**config.mk**
```make
export PLATFORM = sky130hd
export DESIGN_NAME = sevenseg_scan
export DESIGN_NICKNAME = d
export VERILOG_FILES = /design/src/rtl/sevenseg_scan.sv
export SDC_FILE = /design/constraint.sdc
export NUM_CORES = 1
export LEC_CHECK = 0
export CAP_MARGIN = 5
export CORE_ASPECT_RATIO = 1.2
export CORE_MARGIN = 10
export CORE_UTILIZATION = 50
export DETAILED_ROUTE_END_ITERATION = 10
export PLACE_DENSITY = 0.85
export SKIP_LAST_GASP = 1
export SYNTH_ARGS = -nofsm -noshare
export SYNTH_HDL_FRONTEND = slang
export SYNTH_SLANG_ARGS = --single-unit
```
**constraint.sdc**
```tcl
create_clock -name clk -period 2.3 [get_ports clk]
set_clock_uncertainty 0.05 [all_clocks]
set_input_delay 0.345 -clock clk [delete_from_list [all_inputs] [get_ports clk]]
set_output_delay 0.345 -clock clk [all_outputs]
set_load 0.05 [all_outputs]
```
**src/rtl/sevenseg_scan.sv**
```systemverilog
// Eight-digit common-anode seven-segment scanner with per-digit dp/blank and
// frame-aligned shadow loading so a frame never mixes old and new values.
module sevenseg_scan #(
   parameter int unsigned CLK_FREQUENCY_HZ       = 50_000_000,
   parameter int unsigned REFRESH_FREQUENCY_HZ   = 4000,
   parameter int unsigned BLANK_CYCLES           = 16,
   parameter int unsigned CNTR_WIDTH             = 32,
   parameter int unsigned SIMULATE               = 0,
   parameter int unsigned SIMULATE_FREQUENCY_CNT = 5
) (
   input  logic        clk,
   input  logic        resetn,
   input  logic [31:0] digits_in,
   input  logic [7:0]  dp_in,
   input  logic [7:0]  blank_in,
   input  logic        load,
   output logic        pending,
   output logic        frame_tick,
   output logic [7:0]  an,
   output logic [6:0]  seg,
   output logic        dp
);

   localparam int unsigned Top = (SIMULATE != 0) ? SIMULATE_FREQUENCY_CNT
                                                 : CLK_FREQUENCY_HZ / REFRESH_FREQUENCY_HZ - 1;
   localparam int unsigned Blk = (SIMULATE != 0) ? 1 : BLANK_CYCLES;
   localparam logic [CNTR_WIDTH-1:0] TopCnt = CNTR_WIDTH'(Top);
   localparam logic [CNTR_WIDTH-1:0] BlkCnt = CNTR_WIDTH'(Blk);

   logic [CNTR_WIDTH-1:0] slot_cnt_q, slot_cnt_d;
   logic [2:0]            digit_idx_q, digit_idx_d;
   logic                  frame_tick_q, frame_tick_d;
   logic                  pending_q, pending_d;
   logic [31:0]           act_dig_q, act_dig_d, sh_dig_q, sh_dig_d;
   logic [7:0]            act_dp_q, act_dp_d, sh_dp_q, sh_dp_d;
   logic [7:0]            act_blank_q, act_blank_d, sh_blank_q, sh_blank_d;
   logic [7:0]            an_q, an_d;
   logic [6:0]            seg_q, seg_d;
   logic                  dp_q, dp_d;

   logic       slot_at_top;
   logic       boundary;
   logic       dark;
   logic [3:0] nibble;
   logic [6:0] hex;

   always_comb begin
      slot_at_top  = (slot_cnt_q == TopCnt);
      boundary     = slot_at_top && (digit_idx_q == 3'd7);
      slot_cnt_d   = slot_at_top ? '0 : slot_cnt_q + 1'b1;
      digit_idx_d  = slot_at_top ? digit_idx_q + 3'd1 : digit_idx_q;
      frame_tick_d = boundary;
   end

   // A load coinciding with the boundary bypasses the shadow entirely.
   always_comb begin
      act_dig_d   = act_dig_q;
      act_dp_d    = act_dp_q;
      act_blank_d = act_blank_q;
      sh_dig_d    = sh_dig_q;
      sh_dp_d     = sh_dp_q;
      sh_blank_d  = sh_blank_q;
      pending_d   = pending_q;
      if (load && boundary) begin
         act_dig_d   = digits_in;
         act_dp_d    = dp_in;
         act_blank_d = blank_in;
         pending_d   = 1'b0;
      end else if (load) begin
         sh_dig_d   = digits_in;
         sh_dp_d    = dp_in;
         sh_blank_d = blank_in;
         pending_d  = 1'b1;
      end else if (boundary && pending_q) begin
         act_dig_d   = sh_dig_q;
         act_dp_d    = sh_dp_q;
         act_blank_d = sh_blank_q;
         pending_d   = 1'b0;
      end
   end

   always_comb begin
      nibble = act_dig_q[{digit_idx_q, 2'b00} +: 4];
      case (nibble)
         4'h0: hex = 7'h3F;
         4'h1: hex = 7'h06;
         4'h2: hex = 7'h5B;
         4'h3: hex = 7'h4F;
         4'h4: hex = 7'h66;
         4'h5: hex = 7'h6D;
         4'h6: hex = 7'h7D;
         4'h7: hex = 7'h07;
         4'h8: hex = 7'h7F;
         4'h9: hex = 7'h6F;
         4'hA: hex = 7'h77;
         4'hB: hex = 7'h7C;
         4'hC: hex = 7'h39;
         4'hD: hex = 7'h5E;
         4'hE: hex = 7'h79;
         default: hex = 7'h71;
      endcase
      // Leading blank cycles of each slot keep the anode off while cathodes settle.
      dark = (slot_cnt_q < BlkCnt) || act_blank_q[digit_idx_q];
      an_d  = dark ? 8'hFF : ~(8'h01 << digit_idx_q);
      seg_d = dark ? 7'h7F : ~hex;
      dp_d  = dark ? 1'b1 : ~act_dp_q[digit_idx_q];
   end

   always_ff @(posedge clk or negedge resetn) begin
      if (!resetn) begin
         slot_cnt_q   <= '0;
         digit_idx_q  <= 3'd0;
         frame_tick_q <= 1'b0;
         pending_q    <= 1'b0;
         act_dig_q    <= 32'h0;
         act_dp_q     <= 8'h00;
         act_blank_q  <= 8'hFF;
         sh_dig_q     <= 32'h0;
         sh_dp_q      <= 8'h00;
         sh_blank_q   <= 8'hFF;
         an_q         <= 8'hFF;
         seg_q        <= 7'h7F;
         dp_q         <= 1'b1;
      end else begin
         slot_cnt_q   <= slot_cnt_d;
         digit_idx_q  <= digit_idx_d;
         frame_tick_q <= frame_tick_d;
         pending_q    <= pending_d;
         act_dig_q    <= act_dig_d;
         act_dp_q     <= act_dp_d;
         act_blank_q  <= act_blank_d;
         sh_dig_q     <= sh_dig_d;
         sh_dp_q      <= sh_dp_d;
         sh_blank_q   <= sh_blank_d;
         an_q         <= an_d;
         seg_q        <= seg_d;
         dp_q         <= dp_d;
      end
   end

   assign pending    = pending_q;
   assign frame_tick = frame_tick_q;
   assign an         = an_q;
   assign seg        = seg_q;
   assign dp         = dp_q;

endmodule
```
Word-level counts from Yosys, hierarchy flattened
Memories as Yosys holds them, arrays and structs flattened.
Index checks and enable logic that the tools add are counted.
{"block": "word_totals", "reg_bits": 149, "latchBits": 0, "ram_bits": 0, "romBits": 112, "output_inout_bits": 18, "n_memories": 1}
{"block": "op_classes", "add_sub_neg": 2, "mul": 0, "div": 0, "magnitude_cmp": 2, "n_eq_ne": 3, "shifts": 2, "mux": 20, "bitwise_logic": 4, "n_reduce_logical": 8}
{"name": "(name not given)", "depth": 16, "width": 7, "rd": 1, "rd_clocked_by_memory_dff": 0, "write_ports": 0, "line": "84", "source": "case (nibble)"}
{"cell": "32-bit 2-to-1 mux", "count": 4}
{"cell": "8-bit 2-to-1 mux", "count": 7}
{"cell": "32-bit by 1-bit adder with 32-bit output (second input constant)", "count": 1}
{"cell": "32-bit by 14-bit == test with 1-bit output (second input constant)", "count": 1}
{"cell": "32-bit by 5-bit < comparator with 1-bit output (second input constant)", "count": 1}
{"cell": "32-bit by 6-bit indexed part select with 4-bit output", "count": 1}
{"cell": "8-bit NOT", "count": 1}
{"cell": "1-bit by 3-bit left shift with 8-bit output (first input constant)", "count": 1}
{"cell": "7-bit 2-to-1 mux", "count": 1}
{"cell": "7-bit NOT", "count": 1}
{"cell": "1-bit binary-select mux with 3-bit select", "count": 2}
{"cell": "1-bit 2-to-1 mux", "count": 6}
{"cell": "3-bit by 4-bit < comparator with 1-bit output (second input constant)", "count": 1}
{"cell": "2-bit AND reduction", "count": 2}
{"cell": "3-bit by 1-bit adder with 3-bit output (second input constant)", "count": 1}
{"cell": "3-bit == test (second input constant)", "count": 1}
{"cell": "1-bit logical AND", "count": 3}
{"cell": "3-bit nonzero test", "count": 1}
{"cell": "2-bit by 1-bit inequality test with 1-bit output (second input constant)", "count": 1}
{"cell": "1-bit NOT", "count": 2}
{"cell": "2-bit nonzero test", "count": 1}
{"cell": "1-bit logical OR", "count": 1}

Longest topological paths before layout
Gate-level depths: netlist of run 1.
{"block": "depth", "word_depth": 6, "mapped_depth": 9, "mapped_depth_nobuf": 8}

Worst setup path after synthesis of run 1
OpenSTA, ideal clock, no wires.
{"block": "synth_path", "path_kind": "flip-flop to flip-flop", "startpoint": "register slot_cnt_q[8]", "endpoint": "register sh_dig_q[11]", "arrival_ns": 2.232, "required_time_ns": 2.122, "path_slack_ns": -0.110, "path_stages_with_launch": 8, "path_buffers": 2, "synth_period_minus_slack_ns": 2.410, "path_cell_list": "dfrtp_1 nor4_1 nand4_1 nor4_4 nand2b_1 buf_4 buf_4 mux2_1"}
{"block": "synth_between", "elab_chain_cells": 5}
{"element": "start: declaration", "line": "30", "source": "logic [CNTR_WIDTH-1:0] slot_cnt_q, slot_cnt_d;"}
{"element": "start signal: assignment", "line": "125", "source": "slot_cnt_q <= slot_cnt_d;"}
{"element": "32-bit by 14-bit == test with 1-bit output", "line": "48", "source": "slot_at_top = (slot_cnt_q == TopCnt);"}
{"element": "1-bit logical AND", "line": "49", "source": "boundary = slot_at_top && (digit_idx_q == 3'd7);"}
{"element": "1-bit logical AND", "line": "64", "source": "if (load && boundary) begin"}
{"element": "1-bit NOT (no source line)"}
{"element": "2-bit AND reduction (no source line)"}
{"element": "end signal: assignment", "line": "132", "source": "sh_dig_q <= sh_dig_d;"}
{"element": "end: declaration", "line": "34", "source": "logic [31:0] act_dig_q, act_dig_d, sh_dig_q, sh_dig_d;"}
Every way passes these cells.
A chain may end at the register's enable or synchronous reset.

Final worst setup path of run 1
{"block": "layout_path", "startpoint": "register slot_cnt_q[17]", "endpoint": "register sh_dig_q[23]"}
Same word-level chain as after synthesis.

==> flow_summary.yaml, run 1 <==
finish:
  nets: 804
  multiInputGateArea_sq_um: 3680
  regArea_sq_um: 3770
  areaGrowthSynthToFinish_pct: 33.8
  num_antenna_cells: 0
  fin_util: 0.691
  drive_gt1_frac: 0.304
  num-fill-cells: 906
clock_tree:
  cts_sinks: 149
  cts-root-buf: "clkbuf_16"
  clk_pin_slew_ps: 60
  clk_path_buf_depth: 2
  tritoncts: "done"
  clk_latency_ps: 430
  numCtsBuffers: 17
  h-tree-depth: 4
sta:
  layout_setup_ws_ps: -117
  setup_viol: 91
  hold_viol: 0
  whs_ps: 357
  timing.final.max_slew_violations: 0
  rsz0062_at_grt: "true"
  max_freq_mhz: 414
  finalCritPeriodShare: 1.05
  worst_pin_slew_ps: 636
  relSlewSlack: 0.576
  fin_crit_ps: 2420
floorplanning:
  dieHeight_microns: 151
  num_io_pins: 69
  die-area_sq_um: 19600
  die_w_microns: 129
  rows: 47
  coreArea_sq_um: 13900
  initial_core_util: 0.516
synthesis:
  synth.most_common_cell: "dfrtp_1"
  avgSynthCellArea_sq_um: 11.4
  synth_enable_flop_cells: 0
  ys_seq_area_frac: 0.524
  ys.flop_type: "dfrtp_1"
  synth_nets: 697
  synth_seq_cells: 149
  synth_top_area_share: 0.407
  ys_types: 37
  syn_inst: 633
  yosysTopAreaCell: "dfrtp_1"
  yosys_warnings: 0
  ys_top_cells_by_area: "dfrtp_1 41%, dfstp_2 12%, o221a_2 7.0%, mux2_2 4.5%, mux4_2 3.8%"
  yosys-top-cells-count: "117 x dfrtp_1, 67 x nor2_1, 49 x nor3_1"
  netlist_area_sq_um: 7190
  synthArstFlopShare: 1.00
routing:
  drc: 0
  wl_per_cell_microns: 23.3
  wl_met2_microns: 11200
  met3_length_microns: 1720
  drt-initial-drc-count: 638
  met1Wirelength_microns: 7870
  ant_nets: 0
  dr.pass1.iters: 6
  viasPerCell: 6.42
  topRoutingLayerUsed: "met4"
  routed_wl_microns: 21500
  via_count: 5931
min_path:
  hold_path.class: "in -> reg"
  hp-start: "load"
setup_path:
  arrival_ps: 2670
  startpoint: "slot_cnt_q[17]$_DFF_PN0_"
  cpPeakStageDelay_ps: 500
  path_max_fanout: 14
  r2r-start: "slot_cnt_q[17]$_DFF_PN0_"
  cp_cell_sequence: "nor4_2 -> nand4_1 -> nor4_4 -> nand2b_4 -> buf_12 -> mux2_1"
  critPathRequiredTime_ps: 2550
  cpMaxStageDelayCell: "nor4_4"
  end_kind: "flip-flop"
  critPathKind: "reg -> reg"
  start_kind: "flip-flop"
power:
  internal_power_mw: 4.46
  power_frac_clock: 0.448
  switchingPower_mw: 1.27
  combPwrFrac: 0.068
  seqPwrFrac: 0.484
  vdd_drop_max_v: 0.000476
  power.density_nw_per_um2: 596
  switching_share: 0.222
  p_leak_nw: 4.04
global_routing:
  grt_usage: 0.197
  grt_max_degree: 71
  grt_pass1_vias: 5970
  grt_pass1_wl_microns: 30400
  grt_overflow: 0
  antenna_found_initial: 0
placed_design:
  io_buffers: 68
  place_hpwl_microns: 12700
  gp_congestion: 0.837
outcome:
  violations: "setup timing"
  status: "finished with violations"
flow_run:
  cap_violations: 0
-- state kept, by name (all words and copies together) (netlist names), 7 cells and up --
| name | count |
|---|---|
| sh_dp_q | 8 |
| seg | 7 |
| act_dp_q | 8 |
| act_dig_q | 32 |
| slot_cnt_q | 32 |
| an | 8 |
| act_blank_q | 8 |
| sh_dig_q | 32 |
| sh_blank_q | 8 |
-- power groups by stage --
| stage | clock network (mW) | registers [mW] | logic, mW |
|---|---|---|---|
| 6_report | 2.57 | 2.77 | 0.388 |
| 5_1_grt | 2.70 | 2.78 | 0.417 |
| 4_1_cts | 2.58 | 2.77 | 0.364 |
| 3_3_place_gp | 0 | 2.80 | 0.344 |
| 2_1_floorplan | 0 | 2.79 | 0.160 |
| 3_5_place_dp | 0 | 2.81 | 0.361 |
-- final cells by class --
| class | count | share of cell area |
|---|---|---|
| clock inverter | 4 | 0.00507 |
| multi-input combinational | 432 | 0.382 |
| sequential | 149 | 0.392 |
| inverter | 10 | 0.00390 |
| tap | 171 | 0.0222 |
| timing repair buffer | 130 | 0.145 |
| clock buffer | 28 | 0.0506 |
-- layout by cell type (no fill, tap or decap), types with 3 or more instances in the layout --
| cell type | n |
|---|---|
| o221a_2 | 8 |
| and3_1 | 7 |
| a31oi_1 | 4 |
| buf_4 | 42 |
| o21ai_0 | 4 |
| mux2_2 | 21 |
| nor2_1 | 67 |
| nand4_1 | 7 |
| mux2i_1 | 9 |
| buf_12 | 12 |
| dfstp_2 | 32 |
| xor2_1 | 11 |
| mux2_1 | 16 |
| nor4_2 | 5 |
| a21oi_1 | 48 |
| clkdlybuf4s50_1 | 65 |
| xnor2_1 | 19 |
| inv_1 | 7 |
| o211ai_1 | 4 |
| nor3_1 | 48 |
| clkbuf_16 | 22 |
| nor3b_1 | 3 |
| ha_1 | 10 |
| and2_1 | 5 |
| mux4_2 | 12 |
| clkbuf_1 | 9 |
| o221a_4 | 37 |
| nand2_1 | 30 |
| mux2_4 | 12 |
| nand3_1 | 19 |
| and4_1 | 5 |
| o221ai_1 | 3 |
| dfrtp_1 | 116 |
-- worst paths after layout --
path | depth (start not counted) | slack [ps] | to
max | 6 | -120 | sh_dig_q[23]$_DFFE_PN0P_
min | 3 | 360 | pending$_DFFE_PN0P_
max reg2reg | 6 | -120 | sh_dig_q[23]$_DFFE_PN0P_
min reg2reg | 1 | 450 | sh_dig_q[30]$_DFFE_PN0P_
max in group asynchronous | 3 | 1030 | sh_blank_q[7]$_DFFE_PN1P_
min in group asynchronous | 2 | 440 | slot_cnt_q[20]$_DFF_PN0_
-- metal layers --
metal  vias to the layer above  global-route usage
met5                         -                   0
met4                         0              0.0850
met3                        74              0.0559
met2                       326               0.335
met1                      2986               0.228
li1                       2545                   -
-- repair_timing --
item                                   4_1_cts  5_1_grt
setup endpoints to repair                   96      101
setup buffers                                6        5
hold buffers                                 1        0
cloned                                       0        8
resized for setup                            3       67
endpoints found under the hold margin       52        0
pin swaps                                    3       39
-- cells by family (layout without fill, tap and decap cells) --
family / after synthesis / in the layout / share of synthesized area
simple gates: 210 / 210 / 0.141
flops: 149 / 149 / 0.524
compound gates: 108 / 108 / 0.118
mux: 71 / 71 / 0.128
buf+inv: 52 / 172 / 0.0296
xor+xnor: 30 / 30 / 0.0365
fa+ha+maj: 13 / 13 / 0.0226
-- through the flow --
step	setup TNS, ps	total power, mW	instances	area, sq um	setup WS, ps
2_1_floorplan	-2490	2.95	633	7240	-80.1
3_3_place_gp	0	3.15	874	8390	41.0
3_5_place_dp	-2550	3.17	874	8390	-55.7
4_1_cts	-11.8	5.71	913	9000	-10.1
5_1_grt	-13000	5.90	924	9630	-209
6_report	-4920	5.73	924	9630	-117
-- critical path, delay by kind of cell (launching register included) --
kind / cells / cell delay, ps
multiplexers: 1 / 360
AND/OR/NAND/NOR: 4 / 1310
buffers and inverters: 1 / 180
flip-flops: 1 / 390
No activity file was read; power rests on OpenSTA's default activity.
==> run 2, diff against run 1 <==
--- a/config.mk
+++ b/config.mk
@@ -5,12 +5,14 @@
 export SDC_FILE = /design/constraint.sdc
 export NUM_CORES = 1
 export LEC_CHECK = 0
+export ABC_AREA = 1
 export CAP_MARGIN = 5
 export CORE_ASPECT_RATIO = 1.2
 export CORE_MARGIN = 10
 export CORE_UTILIZATION = 50
 export DETAILED_ROUTE_END_ITERATION = 10
-export PLACE_DENSITY = 0.85
+export PLACE_DENSITY = 0.84
+export SETUP_SLACK_MARGIN = 0.4
 export SKIP_LAST_GASP = 1
 export SYNTH_ARGS = -nofsm -noshare
 export SYNTH_HDL_FRONTEND = slang
==> flow_summary.yaml, run 2 <==
synthesis:
  synth_top_area_share: 0.366
  ys_types: 39
  ys_seq_area_frac: 0.472
  synth_compound_area_frac: 0.0178
  synth_top_family_by_area: "simple AND/OR/NAND/NOR gates"
  avgSynthCellArea_sq_um: 7.21
  yosysTopAreaCell: "dfrtp_1"
  syn_inst: 1109
  synthAdderAreaFrac: 0.0204
  synth_nets: 1173
  yosys.area_share.simple: 0.379
  ys_top_cells_by_area: "dfrtp_1 37%, nand2_1 20%, dfstp_2 11%, nor2_1 8.0%, nand3_1 6.1%"
  muxShareOfSynthArea: 0
  synth_enable_flop_cells: 0
  netlist_area_sq_um: 7990
  synth_seq_cells: 149
  synthArstFlopShare: 1.00
  synth.most_common_cell: "nand2_1"
  synth_xor_xnor_area_share: 0.0219
  yosys_warnings: 0
  yosys-top-cells-count: "434 x nand2_1, 171 x nor2_1, 117 x dfrtp_1"
  ys.flop_type: "dfrtp_1"
power:
  finalPower_mw: 6.25
  vdd_drop_max_v: 0.000548
  power.density_nw_per_um2: 620
  p_leak_nw: 5.41
routing:
  wl_per_cell_microns: 16.0
  ant_nets: 0
  drc: 0
  drt-initial-drc-count: 890
  viasPerCell: 5.42
  via_count: 7695
  dr.pass1.iters: 6
  routed_wl_microns: 22800
finish:
  drive_gt1_frac: 0.149
  nets: 1264
  num-fill-cells: 1228
  final_cell_mix: "413 x nand2_1, 162 x nor2_1, 112 x inv_1"
  fin_util: 0.644
  layout_commonest_cell: "nand2_1"
  regArea_sq_um: 3780
  multiInputGateArea_sq_um: 3680
  num_antenna_cells: 0
  areaGrowthSynthToFinish_pct: 26.1
  largestRegisters: "act_dig_q (32), sh_dig_q (32), slot_cnt_q (32)"
sta:
  timing.final.max_slew_violations: 0
  worst_pin_slew_ps: 546
  rsz0062_at_grt: "true"
  finalCritPeriodShare: 0.841
  fin_tns_setup_ps: 0
  relSlewSlack: 0.636
  setup_viol: 0
  hold_viol: 0
  max_freq_mhz: 517
  fin_crit_ps: 1930
  layout_setup_ws_ps: 366
placed_design:
  place_hpwl_microns: 13600
  gp_congestion: 0.927
  io_buffers: 68
  dp_slack_ps: 131
setup_path:
  end_kind: "flip-flop"
  r2r_slack_ps: 370
  start_kind: "flip-flop"
  r2r_end: "seg[1]$_DFF_PN1_"
  r2r_cells: 11
  path_max_fanout: 15
  critPathRequiredTime_ps: 2610
  arrival_ps: 2250
  critPathKind: "reg -> reg"
  r2r-start: "digit_idx_q[0]$_DFFE_PN0N_"
clock_tree:
  clk_path_buf_depth: 2
  tritoncts: "done"
  h-tree-depth: 4
  cts_sinks: 149
  clk_latency_ps: 430
  clk_pin_slew_ps: 70
  cts-root-buf: "clkbuf_16"
  numCtsBuffers: 17
floorplanning:
  die_w_microns: 135
  rows: 50
  dieHeight_microns: 159
  die-area_sq_um: 21500
  initial_core_util: 0.511
  num_io_pins: 69
  coreArea_sq_um: 15600
global_routing:
  antenna_found_initial: 0
  grt_max_degree: 56
  grt_pass1_wl_microns: 34100
  grt_usage: 0.196
  grt_pass1_vias: 7290
  grt_overflow: 0
min_path:
  hold_depth: 3
  hp-start: "load"
  hold_path.class: "in -> reg"
  worst_hold_path.endpoint: "pending$_DFFE_PN0P_"
flow_run:
  cap_violations: 0
outcome:
  status: "finished, final reports clean"
## run 2: cells by family after synthesis
group                    Yosys count
XOR/XNOR                          20
buffers and inverters            163
AO/OA/AOI/OAI                     23
adder cells (fa/ha/maj)           13
flip-flops                       149
AND/OR/NAND/NOR                  741
## run 2: how the worst max path moves through the flow
stage	start	endpoint	slack (ps)
after detailed placement	digit_idx_q[0]$_DFFE_PN0N_	seg[5]$_DFF_PN1_	130
after CTS	digit_idx_q[1]$_DFFE_PN0N_	seg[5]$_DFF_PN1_	390
final	digit_idx_q[0]$_DFFE_PN0N_	seg[1]$_DFF_PN1_	370
after floorplan	digit_idx_q[1]$_DFFE_PN0N_	seg[1]$_DFF_PN1_	420
after global placement	digit_idx_q[0]$_DFFE_PN0N_	seg[5]$_DFF_PN1_	160
after global routing	digit_idx_q[0]$_DFFE_PN0N_	seg[1]$_DFF_PN1_	270
## run 2: metrics by stage
stage,cells,instance area [sq um],hold slack (ps)
after global placement,1360,8840,291
after detailed placement,1360,8840,294
after CTS,1402,9630,136
after global routing,1421,10100,157
final,1421,10100,148
after floorplan,1109,7990,-0.591
## run 2: power by group
| group | internal (mW) | switching, mW |
|---|---|---|
| Clock | 1.94 | 1.15 |
| Combinational | 0.183 | 0.236 |
| Sequential | 2.71 | 0.0421 |
## run 2: final cells by class
class | count | share of cell area
inverters | 119 | 0.0469
clock inverters | 14 | 0.0220
multi-input cells | 797 | 0.365
repair inverters | 1 | 0.00112
well taps | 208 | 0.0258
clock buffers | 18 | 0.0426
repair buffers | 115 | 0.122
flip-flops and latches | 149 | 0.375
## run 2: layer usage
metal / routed length (microns) / global-route usage / vias to the layer above / share of wire
li1: - / - / 3558 / -
met1: 8510 / 0.220 / 3589 / 0.37
met2: 11400 / 0.339 / 453 / 0.50
met3: 1850 / 0.0485 / 95 / 0.081
met4: 1040 / 0.103 / 0 / 0.046
met5: 0 / 0 / - / 0
## run 2: repair_timing
action,4_1_cts,5_1_grt
buffers inserted,8,13
setup endpoints to repair,120,118
hold endpoints to repair,48,0
cloned,1,6
hold buffers,1,0
pin swaps,4,12
gates resized for setup,38,78
## run 2: critical path: stages (launching register included)
cell and delay [ps]:
dfrtp_2 480, buf_12 180, nor2_1 100, nor2_1 50
o21ai_1 110, nand3_1 110, nand2_2 150, ha_1 250
nand3_1 100, nor2_1 50, nor2_1 140, nand2_1 80
